`src/rtl/wb_regbank_pkg.sv`:
```
// Shared constants and types for the wb_regbank Wishbone register bank.
package wb_regbank_pkg;

    localparam logic [31:0] ID_VALUE    = 32'h4669626f;
    localparam logic [7:0]  VERSION     = 8'h02;
    localparam logic [31:0] SCRATCH_RST = 32'hf00df00d;
    localparam logic [31:0] WINDOW_SIZE = 32'h00000080;

    localparam logic [6:0] OFF_ID       = 7'h00;
    localparam logic [6:0] OFF_PARAMS   = 7'h04;
    localparam logic [6:0] OFF_IRQ_EN   = 7'h08;
    localparam logic [6:0] OFF_IRQ_STAT = 7'h0C;
    localparam logic [6:0] OFF_SCRATCH  = 7'h10;
    localparam logic [6:0] OFF_PANIC    = 7'h14;
    localparam logic [6:0] OFF_CH_CTRL0 = 7'h20;
    localparam logic [6:0] OFF_CH_VAL0  = 7'h24;

    typedef enum logic {
        ST_IDLE = 1'b0,
        ST_ACK  = 1'b1
    } bus_state_e;

    typedef struct packed {
        logic        cyc;
        logic        stb;
        logic        we;
        logic [3:0]  sel;
        logic [31:0] adr;
        logic [31:0] dat;
    } wb_req_t;

endpackage

```
`src/rtl/wb_regbank_irq.sv`:
```
// Interrupt block: rising-edge detect, sticky status with write-1-to-clear, enable mask.
module wb_regbank_irq #(
    parameter int unsigned N = 3
) (
    input  logic         clk,
    input  logic         rst_n,
    input  logic [N-1:0] src,
    input  logic [N-1:0] en,
    input  logic [N-1:0] clr,
    output logic [N-1:0] stat_q,
    output logic [N-1:0] irq_c
);

    logic [N-1:0] prev_q;

    // A new edge beats a simultaneous clear.
    always_ff @(posedge clk) begin
        if (!rst_n) begin
            prev_q <= src;
            stat_q <= '0;
        end else begin
            prev_q <= src;
            stat_q <= (stat_q & ~clr) | (src & ~prev_q);
        end
    end

    assign irq_c = stat_q & en;

endmodule

```
`src/rtl/wb_regbank.sv`:
```
// Wishbone classic register bank: ID/params, IRQ control, scratch/panic, per-channel control and value.
module wb_regbank
    import wb_regbank_pkg::*;
#(
    parameter logic [31:0] BASE_ADDRESS = 32'h30000000,
    parameter int unsigned NUM_CH       = 2,
    parameter int unsigned CLOCK_WIDTH  = 6,
    parameter int unsigned VAL_WIDTH    = 30,
    parameter int unsigned NUM_IRQ      = 3
) (
    input  logic                          wb_clk_i,
    input  logic                          wb_rst_ni,
    input  logic                          wbs_stb_i,
    input  logic                          wbs_cyc_i,
    input  logic                          wbs_we_i,
    input  logic [3:0]                    wbs_sel_i,
    input  logic [31:0]                   wbs_adr_i,
    input  logic [31:0]                   wbs_dat_i,
    output logic                          wbs_ack_o,
    output logic [31:0]                   wbs_dat_o,
    input  logic [NUM_CH*VAL_WIDTH-1:0]   ch_val_i,
    input  logic [NUM_IRQ-1:0]            irq_src_i,
    output logic [NUM_CH-1:0]             switch_out,
    output logic [NUM_CH*CLOCK_WIDTH-1:0] clock_sel_out,
    output logic [NUM_IRQ-1:0]            irq_out
);

    localparam int unsigned CW = CLOCK_WIDTH;

    wb_req_t    bus;
    bus_state_e state_q, state_d;
    logic [31:0] off;
    logic [4:0]  word;
    logic        in_window, req, capture, wr;
    logic [31:0] rdata;
    logic        unused_off;

    logic [NUM_IRQ-1:0]      irq_en_q, irq_stat, irq_clr, irq_c;
    logic [31:0]             scratch_q;
    logic                    panic_q;
    logic [NUM_CH-1:0]       ch_en_q;
    logic [NUM_CH*CW-1:0]    ch_clk_q;

    assign bus = '{cyc: wbs_cyc_i, stb: wbs_stb_i, we: wbs_we_i,
                   sel: wbs_sel_i, adr: wbs_adr_i, dat: wbs_dat_i};

    // Address decode; offsets are word-granular within the 128-byte window.
    assign off        = bus.adr - BASE_ADDRESS;
    assign word       = off[6:2];
    assign unused_off = ^{off[31:7], off[1:0]};
    assign in_window  = (bus.adr >= BASE_ADDRESS) && (off < WINDOW_SIZE);
    assign req        = bus.stb && bus.cyc && in_window;
    assign capture    = (state_q == ST_IDLE) && req;
    assign wr         = capture && bus.we;

    always_ff @(posedge wb_clk_i) begin
        if (!wb_rst_ni) state_q <= ST_IDLE;
        else            state_q <= state_d;
    end

    always_comb begin
        state_d = state_q;
        case (state_q)
            ST_IDLE: if (req) state_d = ST_ACK;
            ST_ACK:  state_d = ST_IDLE;
            default: state_d = ST_IDLE;
        endcase
    end

    always_comb begin
        rdata = '0;
        case (word)
            OFF_ID[6:2]:       rdata = ID_VALUE;
            OFF_PARAMS[6:2]:   rdata = {VERSION, 8'(NUM_IRQ), 4'(CLOCK_WIDTH), 4'(NUM_CH), 8'(VAL_WIDTH)};
            OFF_IRQ_EN[6:2]:   rdata = 32'(irq_en_q);
            OFF_IRQ_STAT[6:2]: rdata = 32'(irq_stat);
            OFF_SCRATCH[6:2]:  rdata = scratch_q;
            OFF_PANIC[6:2]:    rdata = 32'(panic_q);
            default: begin
                for (int unsigned n = 0; n < NUM_CH; n++) begin
                    if (word == 5'(OFF_CH_CTRL0[6:2] + 2 * n))
                        rdata = 32'({ch_clk_q[n*CW +: CW], ch_en_q[n]});
                    if (word == 5'(OFF_CH_VAL0[6:2] + 2 * n))
                        rdata = 32'(ch_val_i[n*VAL_WIDTH +: VAL_WIDTH]);
                end
            end
        endcase
    end

    // Response registers: read data lives only for the single ACK cycle.
    always_ff @(posedge wb_clk_i) begin
        if (!wb_rst_ni) begin
            wbs_ack_o <= 1'b0;
            wbs_dat_o <= '0;
        end else begin
            wbs_ack_o <= (state_d == ST_ACK);
            wbs_dat_o <= (capture && !bus.we) ? rdata : '0;
        end
    end

    always_ff @(posedge wb_clk_i) begin
        if (!wb_rst_ni) begin
            irq_en_q  <= '0;
            scratch_q <= SCRATCH_RST;
            panic_q   <= 1'b0;
            ch_en_q   <= '1;
            ch_clk_q  <= {NUM_CH{CW'(1)}};
        end else if (wr) begin
            case (word)
                OFF_IRQ_EN[6:2]: if (bus.sel[0]) irq_en_q <= bus.dat[NUM_IRQ-1:0];
                OFF_SCRATCH[6:2]: begin
                    for (int unsigned k = 0; k < 4; k++)
                        if (bus.sel[k]) scratch_q[8*k +: 8] <= bus.dat[8*k +: 8];
                end
                OFF_PANIC[6:2]: begin
                    panic_q   <= 1'b1;
                    scratch_q <= bus.dat;
                end
                default: begin
                    for (int unsigned n = 0; n < NUM_CH; n++) begin
                        if (bus.sel[0] && word == 5'(OFF_CH_CTRL0[6:2] + 2 * n)) begin
                            ch_en_q[n]          <= bus.dat[0];
                            ch_clk_q[n*CW +: CW] <= bus.dat[CW:1];
                        end
                    end
                end
            endcase
        end
    end

    assign irq_clr = (wr && word == OFF_IRQ_STAT[6:2] && bus.sel[0]) ? bus.dat[NUM_IRQ-1:0] : '0;

    wb_regbank_irq #(.N(NUM_IRQ)) u_irq (
        .clk    (wb_clk_i),
        .rst_n  (wb_rst_ni),
        .src    (irq_src_i),
        .en     (irq_en_q),
        .clr    (irq_clr),
        .stat_q (irq_stat),
        .irq_c  (irq_c)
    );

    // Outputs are held low for the whole reset period.
    assign switch_out    = wb_rst_ni ? ch_en_q  : '0;
    assign clock_sel_out = wb_rst_ni ? ch_clk_q : '0;
    assign irq_out       = wb_rst_ni ? irq_c    : '0;

endmodule
```
`config.mk`:
```
export PLATFORM = sky130hd
export DESIGN_NAME = wb_regbank
export DESIGN_NICKNAME = d
export VERILOG_FILES = /design/src/rtl/wb_regbank_pkg.sv /design/src/rtl/wb_regbank_irq.sv /design/src/rtl/wb_regbank.sv
export SDC_FILE = /design/constraint.sdc
export NUM_CORES = 1
export LEC_CHECK = 0
export ABC_AREA = 1
export CAP_MARGIN = 20
export CORE_MARGIN = 1.5
export CORE_UTILIZATION = 46
export CTS_CLUSTER_DIAMETER = 150
export DETAILED_ROUTE_END_ITERATION = 8
export PLACE_DENSITY = 0.9
export SYNTH_ARGS = -nofsm -noshare
export SYNTH_HDL_FRONTEND = slang
export SYNTH_SLANG_ARGS = --single-unit
```
`constraint.sdc`:
```
create_clock -name wb_clk_i -period 2.5 [get_ports wb_clk_i]
set_clock_uncertainty 0.2 [all_clocks]
set_input_delay 0.5 -clock wb_clk_i [delete_from_list [all_inputs] [get_ports wb_clk_i]]
set_output_delay 0.5 -clock wb_clk_i [all_outputs]
set_load 0.05 [all_outputs]
```
== Word-level counts from Yosys, hierarchy flattened ==
Index checks and enable logic that the tools add are counted.
Cells by class
  add/subtract/negate cells: 1
  multiply operators: 0
  div/mod/pow operators: 0
  $lt $le $gt $ge: 2
  equal/unequal tests: 13
  shift operators: 0
  muxes and demuxes: 16
  bitwise logic cells: 8
  reductions and logical operators: 23
Operators by type and width (count)
  $pmux W32 S6: 1
  $mux W32: 3
  $pmux W32 S2: 1
  $ge A32 B30 Y1 const B: 1
  $lt A32 B8 Y1 const B: 1
  $mux W8: 4
  $sub A32 B30 Y32 const B: 1
  $reduce_and A3 Y1: 7
  $eq A5 B4 Y1 const B: 4
  $mux W12: 1
  $eq A5 B2 Y1 const B: 2
  $eq A5 B3 Y1 const B: 2
  $logic_and A1 B1 Y1: 10
  $and A3 B3 Y3: 3
  $ne A2 B2 Y1 const B: 4
  $mux W7: 1
  $mux W3: 2
  $not A3 Y3: 2
  $eq A5 B1 Y1 const B: 1
  $logic_not A5 Y1: 1
  $reduce_and A2 Y1: 2
  $or A3 B3 Y3: 1
  $reduce_or A3 Y1: 1
  $mux W2: 1
  other kinds (5): 6
Word-level totals
  register bits after elaboration: 89
  bits in latches: 0
  RAM bits: 0
  memory bits (read-only): 0
  output and inout bits: 50
  logic and storage cells: 77
  memories: 0

== Longest topological paths before layout ==
  depth after elaboration: 12
  depth in mapped cells: 12
  mapped depth without buffers: 11

== Cells and area by module ==
A second synthesis with hierarchy kept.
Second synthesis, totals
  cells, all modules: 690
  area total of the unflattened synthesis: 4551.9 µm²
Modules (own cells, without submodules)
  wb_regbank: times used 1, cells an instance 662, area an instance 4345.4 µm², sequential area each 1661.6 µm²
  wb_regbank_irq: times used 1, cells an instance 28, area an instance 206.4 µm², sequential area each 120.1 µm²

== Least setup slack after synthesis ==
OpenSTA, ideal clock, no wires.
  path kind: in2out
  from: in wb_rst_ni
  to: out irq_out[2]
  arrival time: 1.968 ns
  path slack: -0.168 ns
  stages on the path: 3
  cells stage by stage: clkbuf_1 > inv_1 > nor3_1
On the way
  cells in the longest elaborated chain, start to end: 1
RTL lines
  start, declared: RTL line wb_regbank.sv:12  | input logic wb_rst_ni,
  $mux W3: RTL line wb_regbank.sv:146  | assign irq_out = wb_rst_ni ? irq_c : '0;
  end, declared: RTL line wb_regbank.sv:25  | output logic [NUM_IRQ-1:0] irq_out
No other way between the ends.

== Final worst setup path ==
  from: reg wbs_dat_o[9]
  to: out wbs_dat_o[9]
RTL lines
  start, declared: RTL line wb_regbank.sv:20  | output logic [31:0] wbs_dat_o,
  start signal, assigned: RTL line wb_regbank.sv:97  | wbs_dat_o <= (capture && !bus.we) ? rdata : '0;
No word-level cell between the ends.

==> flow_summary.toml <==
[outcome]
status = "finished, final reports clean"

[sta]
finalCriticalPeriod_ps = 2220
hold_viol_final = 0
worstMarginPinSlew_ps = 631
setup_ws_ps = 282
tns_ps = 0
setup_viol = 0
slew_viol_final = 0
rsz0062_at_grt = "no"
fmax_mhz = 451
hold-worst-slack_ps = 264
max_slew_margin_pct = 57.9
finalCritPeriodShare_pct = 88.7

[grt]
top_usage_layer = "met2"
grt_pass1_vias = 4982
met2_usage_pct = 51.5
grt_usage_pct = 28.2
grt_util_met1_pct = 30.7
grt_overflow = 0
grt_start_max_net_pins = 34
grt_use_met3_pct = 7.31
grt_pass1_wl_um = 22400
grt_antenna_before_repair = 0

[yosys]
synthesis.area_mm2 = 0.00429
synth_cells = 643
ys_types = 35
synth_flop_cell = "dfxtp_1"
ys_seq_elements = 89
async_flop_share_pct = 0
synth-edff-count = 0
yosys_warnings = 0
synth_top_area_share_pct = 41.5
synth_seq_area_share_pct = 41.5
synth.top_cells.by_area = "dfxtp_1 (42%), nand2_1 (19%), nor2_1 (8.5%)"
syn_area_per_cell_um2 = 6.67
synth_area_leader_cell = "dfxtp_1"
postSynthNetCount = 779

[setup_path]
critical_path.top_delay_family = "buffers and inverters"
critPathMaxStageDelay_ps = 830
crit_type = "reg2out"
endpoint_kind = "output pin"
crit_slowest_cell = "clkdlybuf4s50_1"
r2r_start = "wbs_ack_o$_SDFF_PP0_"
required_ps = 1800
rrSetupSlack_ps = 590
crit_buf_inv = 1
reg2reg_depth = 10
cp.arrival_ps = 1520
startpoint_type = "flop"
critical_path.max_fanout = 1
r2r-end = "wbs_dat_o[5]$_SDFF_PN0_"
crit_chain = "clkdlybuf4s50_1"
worst-path-stages = 1

[clock_network]
cts_sinks = 89
hold_buffers = 0
clk_pin_slew_worst_paths_ps = 90
clockBufferDepth = 2
cts_made_buffers = 9
post_cts_buffers = 0
cts_max_level = 3
insertion_delay_ps = 360
cts_root_buf = "clkbuf_8"
postCtsResizedCells = 0
cts_tree = "built"

[floorplan]
core_area_mm2 = 0.00915
io_pins = 186
initial_utilization_pct = 46.9
rows = 35
dieWidth_um = 99.6
die_h_um = 99.6
dieArea_mm2 = 0.00992

[drt]
ant_nets = 0
vias_per_cell = 5.25
drt_iter0_drc = 244
dr.pass1.iters = 6
avgRoutedWirePerCell_um = 14.7
drc = 0
dr_total_vias = 4967
wl_um = 13900

[place]
routabilityCongestion = 0.871
pre_cts_slack_ps = -59.0
detailed_place.area_mm2 = 0.00648
io_buffer_count = 183
post-dp-hpwl_um = 10500

[hold_path]
min_path_cells = 2
hp-start = "u_irq.stat_q[0]$_SDFF_PN0_"
hold_end = "u_irq.stat_q[0]$_SDFF_PN0_"
min_path_type = "reg2reg"

[finish]
syn_to_final_growth_pct = 56.0
antenna_cells = 0
nets = 966
fin_area_mm2 = 0.00669
utilization_pct = 73.1
drive_above_1_share_pct = 10.8

[run]
maxCapViolations = 0

[power_and_ir_drop]
irDropWorstVdd_v = 0.000272
p_leak_uw = 0.00290
power_density_mw_per_mm2 = 432
cell usage in the layout (no fill, tap or decap), types with 2 or more instances in the layout:
| cell type | count |
|---|---|
| bufinv_16 | 2 |
| nand3_1 | 24 |
| a21oi_1 | 12 |
| inv_1 | 76 |
| inv_2 | 9 |
| nand4_1 | 6 |
| o21ai_0 | 19 |
| nand2_1 | 218 |
| o22ai_1 | 4 |
| nor2_2 | 6 |
| dfxtp_1 | 89 |
| o21ai_1 | 7 |
| nand3_2 | 4 |
| nor3_2 | 2 |
| clkinvlp_4 | 2 |
| nor3_1 | 4 |
| nor2_1 | 97 |
| and3_1 | 3 |
| clkdlybuf4s50_1 | 165 |
| nor2_4 | 2 |
| buf_12 | 21 |
| a22oi_1 | 2 |
| nor3_4 | 4 |
| o21ai_2 | 4 |
| a31oi_2 | 10 |
| clkinv_2 | 2 |
| clkbuf_8 | 9 |
| a31oi_1 | 12 |
| buf_4 | 10 |
cell usage after synthesis, types with 2 or more instances:
master    instances
a21oi_1          12
a22oi_1           2
a31oi_1          12
a31oi_2          10
and3_1            3
buf_1             2
buf_2             7
buf_4             2
buf_6             2
clkbuf_1          8
dfxtp_1          89
inv_1            76
inv_2             9
nand2_1         218
nand3_1          24
nand3_2           4
nand4_1           6
nor2_1           97
nor2_2            6
nor2_4            2
nor3_1            5
nor3_4            4
o21ai_0          19
o21ai_1           7
o21ai_2           4
o22ai_1           4
through the flow:
stage	total power, uW	cells
floorplan	1560	643
global placement	1820	930
detailed placement	1830	930
CTS	2900	946
global route	2990	946
finish	2890	946
flip-flops by register name, indices dropped and copies added, names as in the netlist:
name and flops:
scratch_q 32, wbs_dat_o 32, ch_clk_q 12, irq_en_q 3, u_irq.prev_q 3, u_irq.stat_q 3
ch_en_q 2, panic_q 1, wbs_ack_o 1
power breakdown:
part / internal, uW / switching, uW
sequential: 1420 / 2.13
clock: 563 / 529
combinational: 230 / 149
per-layer routing:
metal	routed length (um)	vias up	share of wire [%]
li1	-	2374	-
met1	5180	2286	37
met2	7100	262	51
met3	1120	45	8.1
met4	492	0	3.5
met5	0	-	0
how the worst max path moves through the flow:
stage                                   startpoint  slack [ps]                        to
after global routing                 wbs_adr_i[10]         120   wbs_dat_o[3]$_SDFF_PN0_
after detailed placement             wbs_adr_i[29]         -60   wbs_dat_o[5]$_SDFF_PN0_
after floorplan                          wb_rst_ni        -140                irq_out[0]
after CTS                 wbs_dat_o[23]$_SDFF_PN0_         270             wbs_dat_o[23]
after global placement                   wbs_stb_i          40  wbs_dat_o[22]$_SDFF_PN0_
final                      wbs_dat_o[9]$_SDFF_PN0_         280              wbs_dat_o[9]
layout make-up:
type	instances	area [um2]
fill	665	2460
timing repair buffer	197	2150
multi-input combinational	447	2080
sequential	89	1780
inverter	86	323
tap	111	139
clock buffer	9	124
clock inverter	7	93.8
kinds of logic (layout without fill, tap and decap cells):
family,count (synthesis),after routing,synth area share [%]
AO/OA/AOI/OAI,74,74,11.6
flip-flops,89,89,41.5
buffers and inverters,107,299,10.1
AND/OR/NAND/NOR,373,373,36.8
No activity file was read; power rests on OpenSTA's default activity.
